--- src/rtl/drum_voice_scheduler.sv ---
// Beat-driven step sequencer plus a voice mixer that time-shares one sample-ROM port.
// New PCM arrives 2*NUM_TRACKS+2 cycles after advance; an advance during a mix is dropped and flagged in overrun.
module drum_voice_scheduler #(
    parameter int NUM_TRACKS = 4,
    parameter int STEPS      = 8,
    parameter int SAMPLE_AW  = 12,
    parameter int SAMPLE_LEN = 4096
) (
    input  logic                                    i_clk,
    input  logic                                    i_rst_n,
    input  logic                                    i_beat,
    input  logic                                    i_run,
    input  logic [NUM_TRACKS*STEPS-1:0]             i_pattern,
    input  logic                                    i_advance,
    output logic                                    o_rom_rd,
    output logic [$clog2(NUM_TRACKS)+SAMPLE_AW-1:0] o_rom_addr,
    input  logic [15:0]                             i_rom_data,
    output logic [23:0]                             o_pcm,
    output logic [$clog2(STEPS)-1:0]                o_step,
    output logic [NUM_TRACKS-1:0]                   o_active,
    output logic                                    o_overrun
);
    localparam int TW  = $clog2(NUM_TRACKS);
    localparam int SW  = $clog2(STEPS);
    localparam int AW  = TW + SAMPLE_AW;
    localparam int ACW = 16 + TW;

    localparam logic [1:0] S_IDLE   = 2'd0;
    localparam logic [1:0] S_FETCH  = 2'd1;
    localparam logic [1:0] S_ACCUM  = 2'd2;
    localparam logic [1:0] S_OUTPUT = 2'd3;

    logic [1:0]            r_state;
    logic [TW-1:0]         r_slot;
    logic signed [ACW-1:0] r_acc;
    logic                  r_fetched;
    logic [AW-1:0]         r_addr;
    logic [SAMPLE_AW-1:0]  r_ptr [NUM_TRACKS];

    logic [SW-1:0]         w_next_step;
    logic [NUM_TRACKS-1:0] w_trig;
    logic                  w_fetch_rd;
    logic [AW-1:0]         w_fetch_addr;
    logic [15:0]           w_sat;

    assign w_next_step  = o_step + SW'(1);
    assign w_fetch_rd   = (r_state == S_FETCH) && o_active[r_slot];
    assign w_fetch_addr = {r_slot, r_ptr[r_slot]};
    assign o_rom_rd     = w_fetch_rd;
    assign o_rom_addr   = w_fetch_rd ? w_fetch_addr : r_addr;

    always_comb begin
        w_trig = '0;
        if (i_run && i_beat) begin
            for (int t = 0; t < NUM_TRACKS; t++) begin
                w_trig[t] = i_pattern[t*STEPS + int'(w_next_step)];
            end
        end
    end

    // In range exactly when all bits above bit 15 match the sign.
    always_comb begin
        if (r_acc[ACW-1:15] == '0 || r_acc[ACW-1:15] == '1) begin
            w_sat = r_acc[15:0];
        end else begin
            w_sat = r_acc[ACW-1] ? 16'h8000 : 16'h7FFF;
        end
    end

    always_ff @(posedge i_clk or negedge i_rst_n) begin
        if (!i_rst_n) begin
            r_state   <= S_IDLE;
            r_slot    <= '0;
            r_acc     <= '0;
            r_fetched <= 1'b0;
            r_addr    <= '0;
            o_pcm     <= '0;
            o_overrun <= 1'b0;
        end else begin
            if (i_advance && r_state != S_IDLE) begin
                o_overrun <= 1'b1;
            end
            if (w_fetch_rd) begin
                r_addr <= w_fetch_addr;
            end
            case (r_state)
                S_IDLE: begin
                    if (i_advance) begin
                        r_acc   <= '0;
                        r_slot  <= '0;
                        r_state <= S_FETCH;
                    end
                end
                S_FETCH: begin
                    r_fetched <= o_active[r_slot];
                    r_state   <= S_ACCUM;
                end
                S_ACCUM: begin
                    if (r_fetched) begin
                        r_acc <= r_acc + {{TW{i_rom_data[15]}}, i_rom_data};
                    end
                    if (r_slot == TW'(NUM_TRACKS-1)) begin
                        r_state <= S_OUTPUT;
                    end else begin
                        r_slot  <= r_slot + TW'(1);
                        r_state <= S_FETCH;
                    end
                end
                default: begin
                    o_pcm   <= {w_sat, 8'h00};
                    r_state <= S_IDLE;
                end
            endcase
        end
    end

    // A trigger overrides the pointer advance of the voice being accumulated this cycle.
    always_ff @(posedge i_clk or negedge i_rst_n) begin
        if (!i_rst_n) begin
            o_step   <= SW'(STEPS-1);
            o_active <= '0;
            for (int t = 0; t < NUM_TRACKS; t++) begin
                r_ptr[t] <= '0;
            end
        end else begin
            if (!i_run) begin
                o_step <= SW'(STEPS-1);
            end else if (i_beat) begin
                o_step <= w_next_step;
            end
            for (int t = 0; t < NUM_TRACKS; t++) begin
                if (w_trig[t]) begin
                    r_ptr[t]    <= '0;
                    o_active[t] <= 1'b1;
                end else if (r_state == S_ACCUM && r_fetched && r_slot == TW'(t)) begin
                    if (r_ptr[t] == SAMPLE_AW'(SAMPLE_LEN-1)) begin
                        r_ptr[t]    <= '0;
                        o_active[t] <= 1'b0;
                    end else begin
                        r_ptr[t] <= r_ptr[t] + SAMPLE_AW'(1);
                    end
                end
            end
        end
    end
endmodule

--- config.mk ---
export PLATFORM = sky130hd
export DESIGN_NAME = drum_voice_scheduler
export DESIGN_NICKNAME = d
export VERILOG_FILES = /design/src/rtl/drum_voice_scheduler.sv
export SDC_FILE = /design/constraint.sdc
export NUM_CORES = 1
export LEC_CHECK = 0
export CORE_UTILIZATION = 45
export CTS_BUF_LIST = sky130_fd_sc_hd__clkbuf_4 sky130_fd_sc_hd__clkbuf_8 sky130_fd_sc_hd__clkbuf_16
export DETAILED_ROUTE_END_ITERATION = 7
export PLACE_DENSITY = 0.71
export SYNTH_ARGS = -nofsm -noshare
export SYNTH_HDL_FRONTEND = slang
export SYNTH_SLANG_ARGS = --single-unit
export TNS_END_PERCENT = 1
--- constraint.sdc ---
create_clock -name i_clk -period 2.7 [get_ports i_clk]
set_clock_uncertainty 0.15 [all_clocks]
set_input_delay 0.54 -clock i_clk [delete_from_list [all_inputs] [get_ports i_clk]]
set_output_delay 0.54 -clock i_clk [all_outputs]
set_load 0.02 [all_outputs]
=== Word level (Yosys, flattened, before mapping) ===
Index checks and enable logic that the tools add are counted.
Widths: inputs -> output; s select.

* Register bits after elaboration: 109
* Input port bits: 53
* Output and inout bits: 47
* Logic and storage cells: 131

* Add/subtract/negate cells: 10
* $lt $le $gt $ge: 6
* Eq/ne operators: 14
* Multiplexer cells: 55
* Bitwise logic cells: 1
* Reductions and logical operators: 29

{| class="wikitable"
|+ Operators by type and width
! kind !! number
|-
| $mux 12 || 14
|-
| $add 12x1->12 const B || 4
|-
| $eq 12x12->1 const B || 4
|-
| $mux 18 || 2
|-
| $pmux 18 s2 || 1
|-
| $mux 16 || 2
|-
| $bmux 12 s2 || 1
|-
| $mux 1 || 20
|-
| $reduce_bool 2->1 || 10
|-
| $add 18x18->18 || 1
|-
| $bmux 1 s5 || 3
|-
| $mux 14 || 1
|-
| $add 5x3->6 const A || 2
|-
| $lt 6x6->1 const B || 2
|-
| $logic_and 1x1->1 || 8
|-
| $mux 2 || 4
|-
| $ne 2x2->1 const B || 4
|-
| $reduce_and 2->1 || 4
|-
| $eq 2x2->1 const B || 3
|-
| $lt 3x6->1 const B || 1
|-
| $lt 5x6->1 const B || 1
|-
| $mux 3 || 2
|-
| $pmux 2 s3 || 1
|-
| $reduce_and 3->1 || 2
|-
| 16 further kinds || 18
|}

=== Depth between registers and ports, before layout ===
Gate-level depths: netlist of run 1.

* Depth after elaboration: 8
* Mapped depth: 10
* Gate-level depth less buffers: 10

=== Worst setup path after synthesis of run 1 ===
OpenSTA, ideal clock, no wires.

* Kind: reg2out
* Start point: register r_slot[0]
* End point: output o_rom_addr[10]
* Arrival: 2.083 ns
* Required time: 2.010 ns
* Path slack: -0.073 ns
* Cell stages (with the launch flop): 6
* Path buffers: 2
* Cell sequence: dfrtp_1 > buf_2 > mux4_2 > nand3_1 > clkbuf_1 > mux2_2

* Longest elaborated chain between the ends: 5
* Elaborated cells between the ends (all ways): 8
* Those cells by class: mux: 6; bitwise: 1; reduce/logical: 1

{| class="wikitable"
|+ Ends and longest elaborated chain
! item !! line !! source
|-
| start: declaration || 34 || <nowiki>logic [TW-1:0] r_slot;</nowiki>
|-
| start signal: assignment || 105 || <nowiki>r_slot <= r_slot + TW'(1);</nowiki>
|-
| $not 2->3 (implied by the code) || 48 || <nowiki>assign w_fetch_addr = {r_slot, r_ptr[r_slot]};</nowiki>
|-
| $bmux 12 s2 || 48 ||
|-
| $mux 12 (implied by the code) (2 in a row) || 48 ||
|-
| $mux 14 * || - ||
|-
| end: declaration || 16 || <nowiki>output logic [$clog2(NUM_TRACKS)+SAMPLE_AW-1:0] o_rom_addr,</nowiki>
|}

Every way passes the cells marked *; elsewhere a longest branch is shown, timed or not. The select of a mux whose other input is x is not followed.

=== Worst setup path after layout of run 1 ===
* Start point: register r_slot[0]
* End point: output o_rom_addr[1]

The elaborated chain is that of the path after synthesis.

==> impl_metrics.sql, run 1 <==
INSERT INTO impl_metrics (metric_group, metric, value, unit) VALUES
('outcome', 'run_status', 'finished, violations left', ''),
('outcome', 'violations', 'negative setup slack', ''),
('synthesis', 'synth.most_common_cell', 'nand2_1', ''),
('synthesis', 'seq_area_frac_synth', '41.9', '%'),
('clock_network', 'holdBufCountCts', '0', ''),
('timing', 'setup_violations', '13', ''),
('drt', 'routed_wire_length_on_met3', '984', 'µm'),
('layout', 'drive_above_1_share', '18.8', '%'),
('clock_network', 'clockBufferDepth', '2', ''),
('synthesis', 'synth-edff-count', '0', ''),
('clock_network', 'cts_inserted_buffers', '9', ''),
('job', 'maxCapViolations', '0', ''),
('synthesis', 'synth_cell_type_count', '58', ''),
('synthesis', 'cell_type_contributing_the_most_total_cell_area_after_synthesis', 'dfrtp_1', ''),
('synthesis', 'syn-instance-count', '694', ''),
('min_path', 'hp-class', 'input pin to async pin', ''),
('power_and_ir_drop', 'irDropWorstVdd', '0.483', 'mV'),
('clock_network', 'cts_tree', 'yes', ''),
('timing', 'min_period_over_period', '103', '%'),
('die', 'initial_core_util', '46.6', '%'),
('synthesis', 'post-synth-top-area-fraction', '40.7', '%'),
('critical_path', 'slowest_delay', '570', 'ps'),
('timing', 'fmaxAchievable', '361', 'MHz'),
('die', 'die_w', '122', 'µm'),
('die', 'coreArea', '14000', 'µm²'),
('critical_path', 'critPathTopFamily', 'multiplexers', ''),
('drt', 'drc', '0', ''),
('layout', 'layout.cells.non_filler', '1015', ''),
('critical_path', 'worst_setup_path_start_kind', 'flip-flop', ''),
('critical_path', 'critical_path.slowest_cell', 'mux4_2', ''),
('place', 'dp_hpwl', '12300', 'µm'),
('synthesis', 'synth-async-reset-ratio', '100', '%'),
('place', 'placement.setup.worst_slack', '-502', 'ps'),
('global_routing', 'first_global_vias', '5545', ''),
('drt', 'drt_wl_total', '16500', 'µm'),
('timing', 'timing.max_slew.rel_slack', '37.6', '%'),
('layout', 'layout_stage_area_growth_over_the_synthesis_result', '30.0', '%'),
('die', 'die-area', '15000', 'µm²'),
('drt', 'wirelength_met1', '7420', 'µm'),
('clock_network', 'cts-root-buf', 'clkbuf_16', ''),
('place', 'routabilityCongestion', '0.879', ''),
('drt', 'routed_via_count', '5656', ''),
('place', 'port-buffer-count', '91', ''),
('synthesis', 'yosys_most_used_dff', 'dfrtp_1', ''),
('power_and_ir_drop', 'pwr_dens', '811', 'nW/µm²'),
('clock_network', 'insertion_delay', '360', 'ps'),
('power_and_ir_drop', 'finalPower', '0.00688', 'W'),
('timing', 'unrepaired_setup_endpoints_after_global_routing', 'true', ''),
('drt', 'dr.first_iter.drc_count', '581', ''),
('global_routing', 'grt_first_pass_wirelength', '27100', 'µm'),
('die', 'height_of_the_die', '122', 'µm'),
('synthesis', 'yosys-top-cells-area', 'dfrtp_1 (41%), mux4_2 (7.2%), nand2_1 (6.4%)', ''),
('timing', 'finalHoldViolCount', '0', ''),
('drt', 'wl_per_cell', '16.3', 'µm'),
('drt', 'met2RoutedLength', '7760', 'µm'),
('place', 'placed_cells_incl_taps', '993', ''),
('timing', 'min_period', '2770', 'ps'),
('critical_path', 'ws_path_type', 'flip-flop to output port', ''),
('critical_path', 'arrival', '2080', 'ps'),
('synthesis', 'synth.cell_area', '6530', 'µm²'),
('critical_path', 'required', '2010', 'ps'),
('critical_path', 'crit_chain', 'mux4_2 -> nand3_4 -> buf_12 -> mux2_4 -> buf_6', ''),
('drt', 'detailedRoute.firstPassIterationCount', '5', ''),
('global_routing', 'grt_start_max_net_pins', '42', ''),
('power_and_ir_drop', 'power.leakage', '3.87', 'nW'),
('synthesis', 'synth_warnings', '0', ''),
('timing', 'layout_setup_ws', '-70.4', 'ps'),
('layout', 'nNetsFinal', '910', ''),
('drt', 'route.detailed.vias_per_inst', '5.57', ''),
('global_routing', 'grtUsageTotal', '23.5', '%'),
('drt', 'top_layer', 'met4', '');
-- metal layers --
metal / GRT usage [%] / vias up
li1: - / 2691
met1: 31.6 / 2746
met2: 38.5 / 194
met3: 3.76 / 25
met4: 8.38 / 0
met5: 0 / -
-- through the flow --
stage,TNS [ps],instance area (µm²)
finish,-655,8480
global route,-1480,8480
detailed placement,-5400,7960
floorplan,-32.6,6550
CTS,-1720,8370
global placement,-4200,7960
-- registers in the layout, summed over array words and instances (netlist names) --
register and flops:
r_ptr 48, r_acc 18, o_pcm 16, r_addr 14, o_active 4, o_step 3, r_slot 2, r_state 2
o_overrun 1, r_fetched 1
-- cell type report --
class / count / area, µm²
clock buffer: 10 / 239
clock inverter: 6 / 61.3
fill: 1176 / 5500
inverter: 16 / 60.1
multi-input combinational: 542 / 3720
sequential: 109 / 2730
tap: 180 / 225
timing repair buffer: 152 / 1450
-- timing repair --
action                     CTS  global route
setup endpoints to repair   20            28
pin swaps                    4             6
cloned                       1             0
gates resized for setup     95            32
buffers inserted             4             2
-- kinds of logic after synthesis --
logic type      count (synthesis)  share of synthesized area [%]
buf+inv                        50                           3.59
flops                         109                           41.9
mux                            41                           10.6
fa+ha+maj                      27                           5.29
compound gates                149                           13.9
xor+xnor                       44                           6.02
other cells                     1                         0.0575
simple gates                  273                           18.7
-- cell usage in the layout (no fill, tap or decap), types with 9 or more instances in the layout --
master and count:
o21ai_1 16, mux2_4 12, o21ai_0 58, buf_4 56, ha_1 25, a21oi_1 28, dfrtp_1 106, xnor2_1 14
clkdlybuf4s50_1 75, clkbuf_16 9, nor2_1 75, xor2_1 29, and3_1 23, nand2_1 109, inv_1 16, buf_6 15
nand3_1 20, mux4_2 21
-- worst reg2reg max path, stage by stage (launching register included) --
cell and delay, ps:
dfstp_2 580, buf_12 150, mux4_2 510, mux2i_2 200
nor2_2 70, a41o_4 240, or2_0 200, buf_4 170
o31ai_2 210
-- where the power goes --
part	switching [W]	internal [W]	total (W)
Clock	0.000607	0.000745	0.00135
Sequential	0.000382	0.00197	0.00236
Combinational	0.00167	0.00150	0.00317
Total	0.00266	0.00422	0.00688
-- final timing paths --
path	from	end	cells past startpoint
min in group i_clk	o_overrun$_DFFE_PN0P_	o_overrun$_DFFE_PN0P_	1
min reg2reg	o_overrun$_DFFE_PN0P_	o_overrun$_DFFE_PN0P_	1
min	i_rst_n	o_pcm[20]$_DFFE_PN0N_	1
max reg2reg	o_step[0]$_DFFE_PN1P_	r_ptr[9]$_DFFE_PN0P_	8
max in group asynchronous	i_rst_n	o_step[0]$_DFFE_PN1P_	2
max	r_slot[0]$_DFFE_PN0P_	o_rom_addr[1]	5
(Power assumes the default switching activity.)
==> run 2, diff against run 1 <==
--- a/config.mk
+++ b/config.mk
@@ -9,6 +9,7 @@
 export CTS_BUF_LIST = sky130_fd_sc_hd__clkbuf_4 sky130_fd_sc_hd__clkbuf_8 sky130_fd_sc_hd__clkbuf_16
 export DETAILED_ROUTE_END_ITERATION = 7
 export PLACE_DENSITY = 0.71
+export RECOVER_POWER = 50
 export SYNTH_ARGS = -nofsm -noshare
 export SYNTH_HDL_FRONTEND = slang
 export SYNTH_SLANG_ARGS = --single-unit
==> run 2 against run 1 <==
  * The run still ends with negative setup slack left
  * Core utilization down 0.18 points
  * First-iteration DRC count down 14%
  * Fmax about the same
  * Non-clock buffer count unchanged
  * Clock-buffer cell count unchanged
  * Via count about the same
  * Setup slack better by 1.1 ps
  * Power about the same
  * Final area down 0.30%
  * Register-to-register slack worse by 60 ps
  * Global-route usage unchanged
  * Largest power group unchanged
  * Highest routed layer unchanged
==> impl_metrics.sql, run 2 (synthesis results as in run 1) <==
INSERT INTO impl_metrics (metric_group, metric, value, unit) VALUES
('outcome', 'run_status', 'finished, violations left', ''),
('outcome', 'violations', 'negative setup slack', ''),
('clock_network', 'cts_tree', 'yes', ''),
('power_and_ir_drop', 'p_comb_share', '46.0', '%'),
('power_and_ir_drop', 'switching_share', '38.7', '%'),
('layout', 'max_reg_flops', '48', ''),
('job', 'maxCapViolations', '0', ''),
('global_routing', 'gr-total-overflow', '0', ''),
('clock_network', 'clockBufferDepth', '2', ''),
('drt', 'routed_via_count', '5653', ''),
('place', 'routabilityCongestion', '0.879', ''),
('power_and_ir_drop', 'power_frac_seq', '34.3', '%'),
('power_and_ir_drop', 'irDropWorstVdd', '0.482', 'mV'),
('timing', 'finalHoldViolCount', '0', ''),
('drt', 'dr.first_iter.drc_count', '502', ''),
('timing', 'finalHoldWorstSlack', '191', 'ps'),
('place', 'placed_cells_incl_taps', '993', ''),
('critical_path', 'arrival', '2080', 'ps'),
('die', 'height_of_the_die', '122', 'µm'),
('place', 'dp_hpwl', '12300', 'µm'),
('power_and_ir_drop', 'power.switching', '0.00266', 'W'),
('timing', 'layout_setup_ws', '-69.3', 'ps'),
('clock_network', 'path_clk_slew', '70', 'ps'),
('critical_path', 'crit-reg2reg-launch', 'o_step[0]$_DFFE_PN1P_', ''),
('critical_path', 'rrSetupSlack', '70', 'ps'),
('timing', 'fmaxAchievable', '361', 'MHz'),
('timing', 'setup_violations', '13', ''),
('drt', 'detailedRoute.firstPassIterationCount', '5', ''),
('clock_network', 'cts-htree-levels', '3', ''),
('critical_path', 'reg2reg_to', 'r_ptr[9]$_DFFE_PN0P_', ''),
('global_routing', 'grt_first_pass_wirelength', '27100', 'µm'),
('layout', 'layout_common_cells', 'nand2_1 (109), dfrtp_1 (106), nor2_1 (75), clkdlybuf4s50_1 (73), o21ai_0 (58)', ''),
('clock_network', 'holdBufCountCts', '0', ''),
('die', 'die-area', '15000', 'µm²'),
('power_and_ir_drop', 'p_int', '0.00422', 'W'),
('die', 'row_count', '43', ''),
('die', 'initial_core_util', '46.6', '%'),
('power_and_ir_drop', 'pwr_dens', '813', 'nW/µm²'),
('critical_path', 'startpoint', 'r_slot[0]$_DFFE_PN0P_', ''),
('timing', 'min_period_over_period', '103', '%'),
('die', 'die_w', '122', 'µm'),
('die', 'coreArea', '14000', 'µm²'),
('timing', 'slew_viol_final', '0', ''),
('layout', 'nNetsFinal', '910', ''),
('die', 'design.portCount', '100', ''),
('critical_path', 'crit_end', 'o_rom_addr[1]', ''),
('drt', 'final_antenna_net_count', '0', ''),
('timing', 'worst-slew-pin-transition', '1030', 'ps'),
('min_path', 'hp-class', 'input pin to async pin', ''),
('global_routing', 'number_of_antenna_violations_at_the_first_check_in_global_routing', '0', ''),
('layout', 'nFillCells', '1180', ''),
('timing', 'timing.max_slew.rel_slack', '31.6', '%'),
('layout', 'biggestRegsByFlops', 'r_ptr: 48 flops, r_acc: 18 flops, o_pcm: 16 flops', ''),
('place', 'port-buffer-count', '91', ''),
('layout', 'layout.cells.non_filler', '1015', ''),
('critical_path', 'timing.critical_path.fanout_max', '8', ''),
('drt', 'wl_per_cell', '16.3', 'µm'),
('layout', 'drive_above_1_share', '18.4', '%'),
('global_routing', 'first_global_vias', '5545', ''),
('power_and_ir_drop', 'clockPowerShare', '19.7', '%'),
('timing', 'unrepaired_setup_endpoints_after_global_routing', 'true', ''),
('global_routing', 'grt_start_max_net_pins', '42', ''),
('critical_path', 'worst_setup_path_start_kind', 'flip-flop', ''),
('layout', 'layout_stage_area_growth_over_the_synthesis_result', '29.6', '%'),
('drt', 'route.detailed.vias_per_inst', '5.57', ''),
('layout', 'registers.top_by_ff_count', 'r_ptr', ''),
('power_and_ir_drop', 'power.leakage', '3.85', 'nW'),
('critical_path', 'nature_of_the_critical_path_endpoint', 'output port', ''),
('critical_path', 'ws_path_type', 'flip-flop to output port', ''),
('layout', 'antenna_cells', '0', ''),
('critical_path', 'worst-r2r-cell-count', '8', ''),
('timing', 'min_period', '2770', 'ps'),
('clock_network', 'cts_inserted_buffers', '9', ''),
('clock_network', 'cts.sinks', '109', ''),
('layout', 'commonest_non_fill_non_tap_cell_in_the_layout', 'nand2_1', ''),
('global_routing', 'grtUsageTotal', '23.5', '%'),
('clock_network', 'cts-root-buf', 'clkbuf_16', ''),
('clock_network', 'insertion_delay', '360', 'ps'),
('drt', 'drc', '0', ''),
('drt', 'drt_wl_total', '16500', 'µm'),
('critical_path', 'required', '2010', 'ps');
run 2: power groups by stage:
stage / combinational, W / clock [W] / sequential [W]
6_report: 0.00316 / 0.00135 / 0.00236
5_1_grt: 0.00349 / 0.00143 / 0.00241
4_1_cts: 0.00311 / 0.00137 / 0.00235
3_5_place_dp: 0.00295 / 0 / 0.00237
3_3_place_gp: 0.00286 / 0 / 0.00235
2_1_floorplan: 0.00178 / 0 / 0.00237
run 2: worst min path at each step:
stage / from / endpoint / slack, ps / cells past startpoint
finish: i_rst_n / o_pcm[16]$_DFFE_PN0N_ / 190 / 1
global route: i_rst_n / o_pcm[20]$_DFFE_PN0N_ / 270 / 1
CTS: i_rst_n / o_pcm[16]$_DFFE_PN0N_ / 20 / 1
detailed placement: o_overrun$_DFFE_PN0P_ / o_overrun$_DFFE_PN0P_ / 310 / 1
global placement: o_overrun$_DFFE_PN0P_ / o_overrun$_DFFE_PN0P_ / 310 / 1
floorplan: i_rst_n / o_active[0]$_DFFE_PN0P_ / 90 / 0
run 2: what timing repair did:
item                       4_1_cts  5_1_grt
gates resized for setup         95       32
setup endpoints to repair       20       28
cloned                           1        0
buffers inserted                 4        2
pin swaps                        4        6
run 2: final cells by class:
type / instances / area [µm²] / share of cell area, %
Inverter: 16 / 60.1 / 0.710
Sequential cell: 109 / 2730 / 32.3
Clock buffer: 10 / 239 / 2.83
Multi-Input combinational cell: 542 / 3720 / 44.0
Timing Repair Buffer: 152 / 1420 / 16.8
Tap cell: 180 / 225 / 2.66
Clock inverter: 6 / 61.3 / 0.725
run 2: metal layers:
metal	global-route usage, %	wire length (µm)
met5	0	0
met4	8.38	318
met3	3.76	927
met2	38.5	7810
met1	31.6	7450
run 2: critical path, stage by stage (launching register included):
cell     delay, ps
dfrtp_1        410
mux4_2         570
nand3_4        110
buf_12         160
mux2_4         330
buf_6          130
run 2: per-stage QoR:
stage | total power [W] | utilization, % | instance area (µm²) | setup WS [ps] | TNS, ps
after global placement | 0.00520 | 56.9 | 7960 | -423 | -4200
after global routing | 0.00734 | 60.5 | 8460 | -111 | -1570
after CTS | 0.00683 | 59.8 | 8370 | -137 | -1720
after floorplan | 0.00415 | - | 6550 | -10.9 | -32.6
after detailed placement | 0.00532 | 56.9 | 7960 | -502 | -5400
final | 0.00687 | 60.5 | 8460 | -69.3 | -653
==> run 3, diff against run 2 <==
--- a/config.mk
+++ b/config.mk
@@ -5,11 +5,11 @@
 export SDC_FILE = /design/constraint.sdc
 export NUM_CORES = 1
 export LEC_CHECK = 0
+export CORE_MARGIN = 2
 export CORE_UTILIZATION = 45
 export CTS_BUF_LIST = sky130_fd_sc_hd__clkbuf_4 sky130_fd_sc_hd__clkbuf_8 sky130_fd_sc_hd__clkbuf_16
 export DETAILED_ROUTE_END_ITERATION = 7
 export PLACE_DENSITY = 0.71
-export RECOVER_POWER = 50
 export SYNTH_ARGS = -nofsm -noshare
 export SYNTH_HDL_FRONTEND = slang
 export SYNTH_SLANG_ARGS = --single-unit
==> run 3 against run 2 <==
  * The run still ends with negative setup slack left
  * Die area increased by 3.3%
  * Via count fell by 0.19%
  * First-iteration DRC count is 33% lower
  * Non-clock buffer count up 1
  * Critical path depth is the same
  * Core utilization shrank 1.0 points
  * Setup slack worse by 40 ps
  * Critical path type unchanged
==> impl_metrics.sql, run 3 (synthesis results as in run 1) <==
INSERT INTO impl_metrics (metric_group, metric, value, unit) VALUES
('outcome', 'run_status', 'finished, violations left', ''),
('outcome', 'violations', 'negative setup slack', ''),
('die', 'die_w', '124', 'µm'),
('die', 'die-area', '15500', 'µm²'),
('drt', 'dr.first_iter.drc_count', '335', ''),
('clock_network', 'cts-htree-levels', '3', ''),
('die', 'height_of_the_die', '124', 'µm'),
('power_and_ir_drop', 'pwr_dens', '814', 'nW/µm²'),
('timing', 'setup_violations', '13', ''),
('drt', 'wl_per_cell', '16.4', 'µm'),
('critical_path', 'nature_of_the_critical_path_endpoint', 'output port', ''),
('clock_network', 'cts_tree', 'yes', ''),
('layout', 'biggestRegsByFlops', 'r_ptr: 48 flops, r_acc: 18 flops, o_pcm: 16 flops', ''),
('layout', 'commonest_non_fill_non_tap_cell_in_the_layout', 'nand2_1', ''),
('critical_path', 'worst_setup_path_start_kind', 'flip-flop', ''),
('drt', 'drc', '0', ''),
('clock_network', 'cts-root-buf', 'clkbuf_16', ''),
('critical_path', 'crit_chain', 'mux4_2 -> nand3_4 -> clkbuf_16 -> mux2_4 -> buf_6', ''),
('critical_path', 'rrSetupSlack', '110', 'ps'),
('global_routing', 'number_of_antenna_violations_at_the_first_check_in_global_routing', '0', ''),
('timing', 'slew_viol_final', '0', ''),
('timing', 'unrepaired_setup_endpoints_after_global_routing', 'true', ''),
('critical_path', 'critical_path.slowest_cell', 'mux4_2', ''),
('timing', 'finalHoldWorstSlack', '27.1', 'ps'),
('drt', 'drt_wl_total', '16700', 'µm'),
('place', 'routabilityCongestion', '0.892', ''),
('clock_network', 'cts_inserted_buffers', '9', ''),
('critical_path', 'ws_path_type', 'flip-flop to output port', ''),
('critical_path', 'arrival', '2120', 'ps'),
('clock_network', 'cts.sinks', '109', ''),
('timing', 'layout_setup_ws', '-109', 'ps'),
('layout', 'max_reg_flops', '48', ''),
('place', 'placed_cells_incl_taps', '1000', ''),
('layout', 'nFillCells', '1195', ''),
('job', 'maxCapViolations', '0', ''),
('global_routing', 'grtUsageTotal', '21.8', '%'),
('timing', 'min_period', '2810', 'ps'),
('timing', 'fmaxAchievable', '356', 'MHz'),
('drt', 'routed_via_count', '5642', ''),
('die', 'initial_core_util', '45.4', '%'),
('layout', 'layout_common_cells', 'nand2_1 (109), dfrtp_1 (106), nor2_1 (75), clkdlybuf4s50_1 (75), o21ai_0 (58)', ''),
('layout', 'layout_stage_area_growth_over_the_synthesis_result', '31.0', '%'),
('layout', 'nNetsFinal', '911', ''),
('power_and_ir_drop', 'irDropWorstVdd', '0.516', 'mV'),
('timing', 'finalHoldViolCount', '0', ''),
('drt', 'route.detailed.vias_per_inst', '5.53', ''),
('die', 'row_count', '44', ''),
('clock_network', 'insertion_delay', '360', 'ps'),
('timing', 'timing.max_slew.rel_slack', '38.4', '%'),
('layout', 'antenna_cells', '0', ''),
('layout', 'drive_above_1_share', '19.3', '%'),
('place', 'port-buffer-count', '91', ''),
('clock_network', 'clockBufferDepth', '2', ''),
('global_routing', 'grt_first_pass_wirelength', '27500', 'µm'),
('drt', 'final_antenna_net_count', '0', ''),
('critical_path', 'required', '2010', 'ps'),
('global_routing', 'grt_start_max_net_pins', '42', ''),
('power_and_ir_drop', 'finalPower', '0.00696', 'W'),
('timing', 'worst-slew-pin-transition', '924', 'ps'),
('layout', 'layout.cells.non_filler', '1020', ''),
('global_routing', 'first_global_vias', '5503', ''),
('die', 'design.portCount', '100', ''),
('place', 'dp_hpwl', '12400', 'µm'),
('die', 'coreArea', '14400', 'µm²'),
('min_path', 'hp-class', 'input pin to async pin', ''),
('critical_path', 'slowest_delay', '570', 'ps'),
('clock_network', 'path_clk_slew', '70', 'ps'),
('drt', 'detailedRoute.firstPassIterationCount', '5', ''),
('power_and_ir_drop', 'power.leakage', '3.88', 'nW'),
('timing', 'min_period_over_period', '104', '%'),
('global_routing', 'gr-total-overflow', '0', ''),
('critical_path', 'timing.critical_path.fanout_max', '4', ''),
('layout', 'registers.top_by_ff_count', 'r_ptr', '');
## run 3: cell count changes in the layout (fill, tap and decap cells not counted), moves of 2 or more
cell / before / now
clkinv_2: 4 / 0
clkbuf_8: 1 / 4
buf_12: 3 / 5
buf_4: 53 / 55
clkbuf_1: 2 / 0
clkbuf_2: 2 / 0
clkdlybuf4s50_1: 73 / 75
dlygate4sd3_1: 2 / 0
o31ai_2: 5 / 7
## run 3: area by class of cell
type | count | area (µm²) | area share, %
flip-flops and latches | 109 | 2730 | 32.0
inverters | 16 | 60.1 | 0.703
well taps | 184 | 230 | 2.69
clock buffers | 13 | 280 | 3.28
repair buffers | 153 | 1480 | 17.3
multi-input cells | 542 | 3740 | 43.7
clock inverters | 3 | 25.0 | 0.293
## run 3: routing by layer
layer | track usage [%] | vias to the layer above | share of wire (%)
met1 | 30.0 | 2736 | 46
met4 | 7.40 | 0 | 2.1
li1 | - | 2700 | -
met5 | 0 | - | 0
met2 | 35.4 | 183 | 47
met3 | 3.14 | 23 | 5.3
## run 3: path summary, 6_finish.rpt
kind | startpoint | end | depth (start not counted)
max in group asynchronous | i_rst_n | r_ptr[11]$_DFFE_PN0P_ | 2
hold / removal | i_rst_n | o_pcm[22]$_DFFE_PN0N_ | 1
hold reg to reg | o_overrun$_DFFE_PN0P_ | o_overrun$_DFFE_PN0P_ | 1
min in group i_clk | o_overrun$_DFFE_PN0P_ | o_overrun$_DFFE_PN0P_ | 1
setup / recovery | r_slot[0]$_DFFE_PN0P_ | o_rom_addr[1] | 5
setup reg to reg | o_step[0]$_DFFE_PN1P_ | r_ptr[7]$_DFFE_PN0P_ | 8
## run 3: through the flow
step | TNS (ps) | cell area (µm²) | utilization (%) | setup WS [ps]
final | -1120 | 8550 | 59.5 | -109
after global routing | -2210 | 8550 | 59.5 | -159
after CTS | -1580 | 8410 | 58.5 | -144
after detailed placement | -5670 | 8000 | 55.7 | -512
after global placement | -5010 | 8000 | 55.7 | -474
after floorplan | -32.6 | 6550 | - | -10.9
## run 3: where the power goes
part	switching (W)	internal (W)
combinational	0.00168	0.00155
sequential	0.000401	0.00197
clock	0.000623	0.000733
total	0.00270	0.00426
## run 3: critical path, delay by kind of cell, from the launching register on
family	cells	cell delay [ps]
flip-flops	1	420
buffers and inverters	2	310
multiplexers	2	880
AND/OR/NAND/NOR	1	150
## run 3: repair_timing
item,4_1_cts,5_1_grt
hold buffers,0,0
gates resized for setup,95,34
pin swaps,5,1
gates cloned,1,1
endpoints found under the setup margin,20,33
buffers inserted,2,1
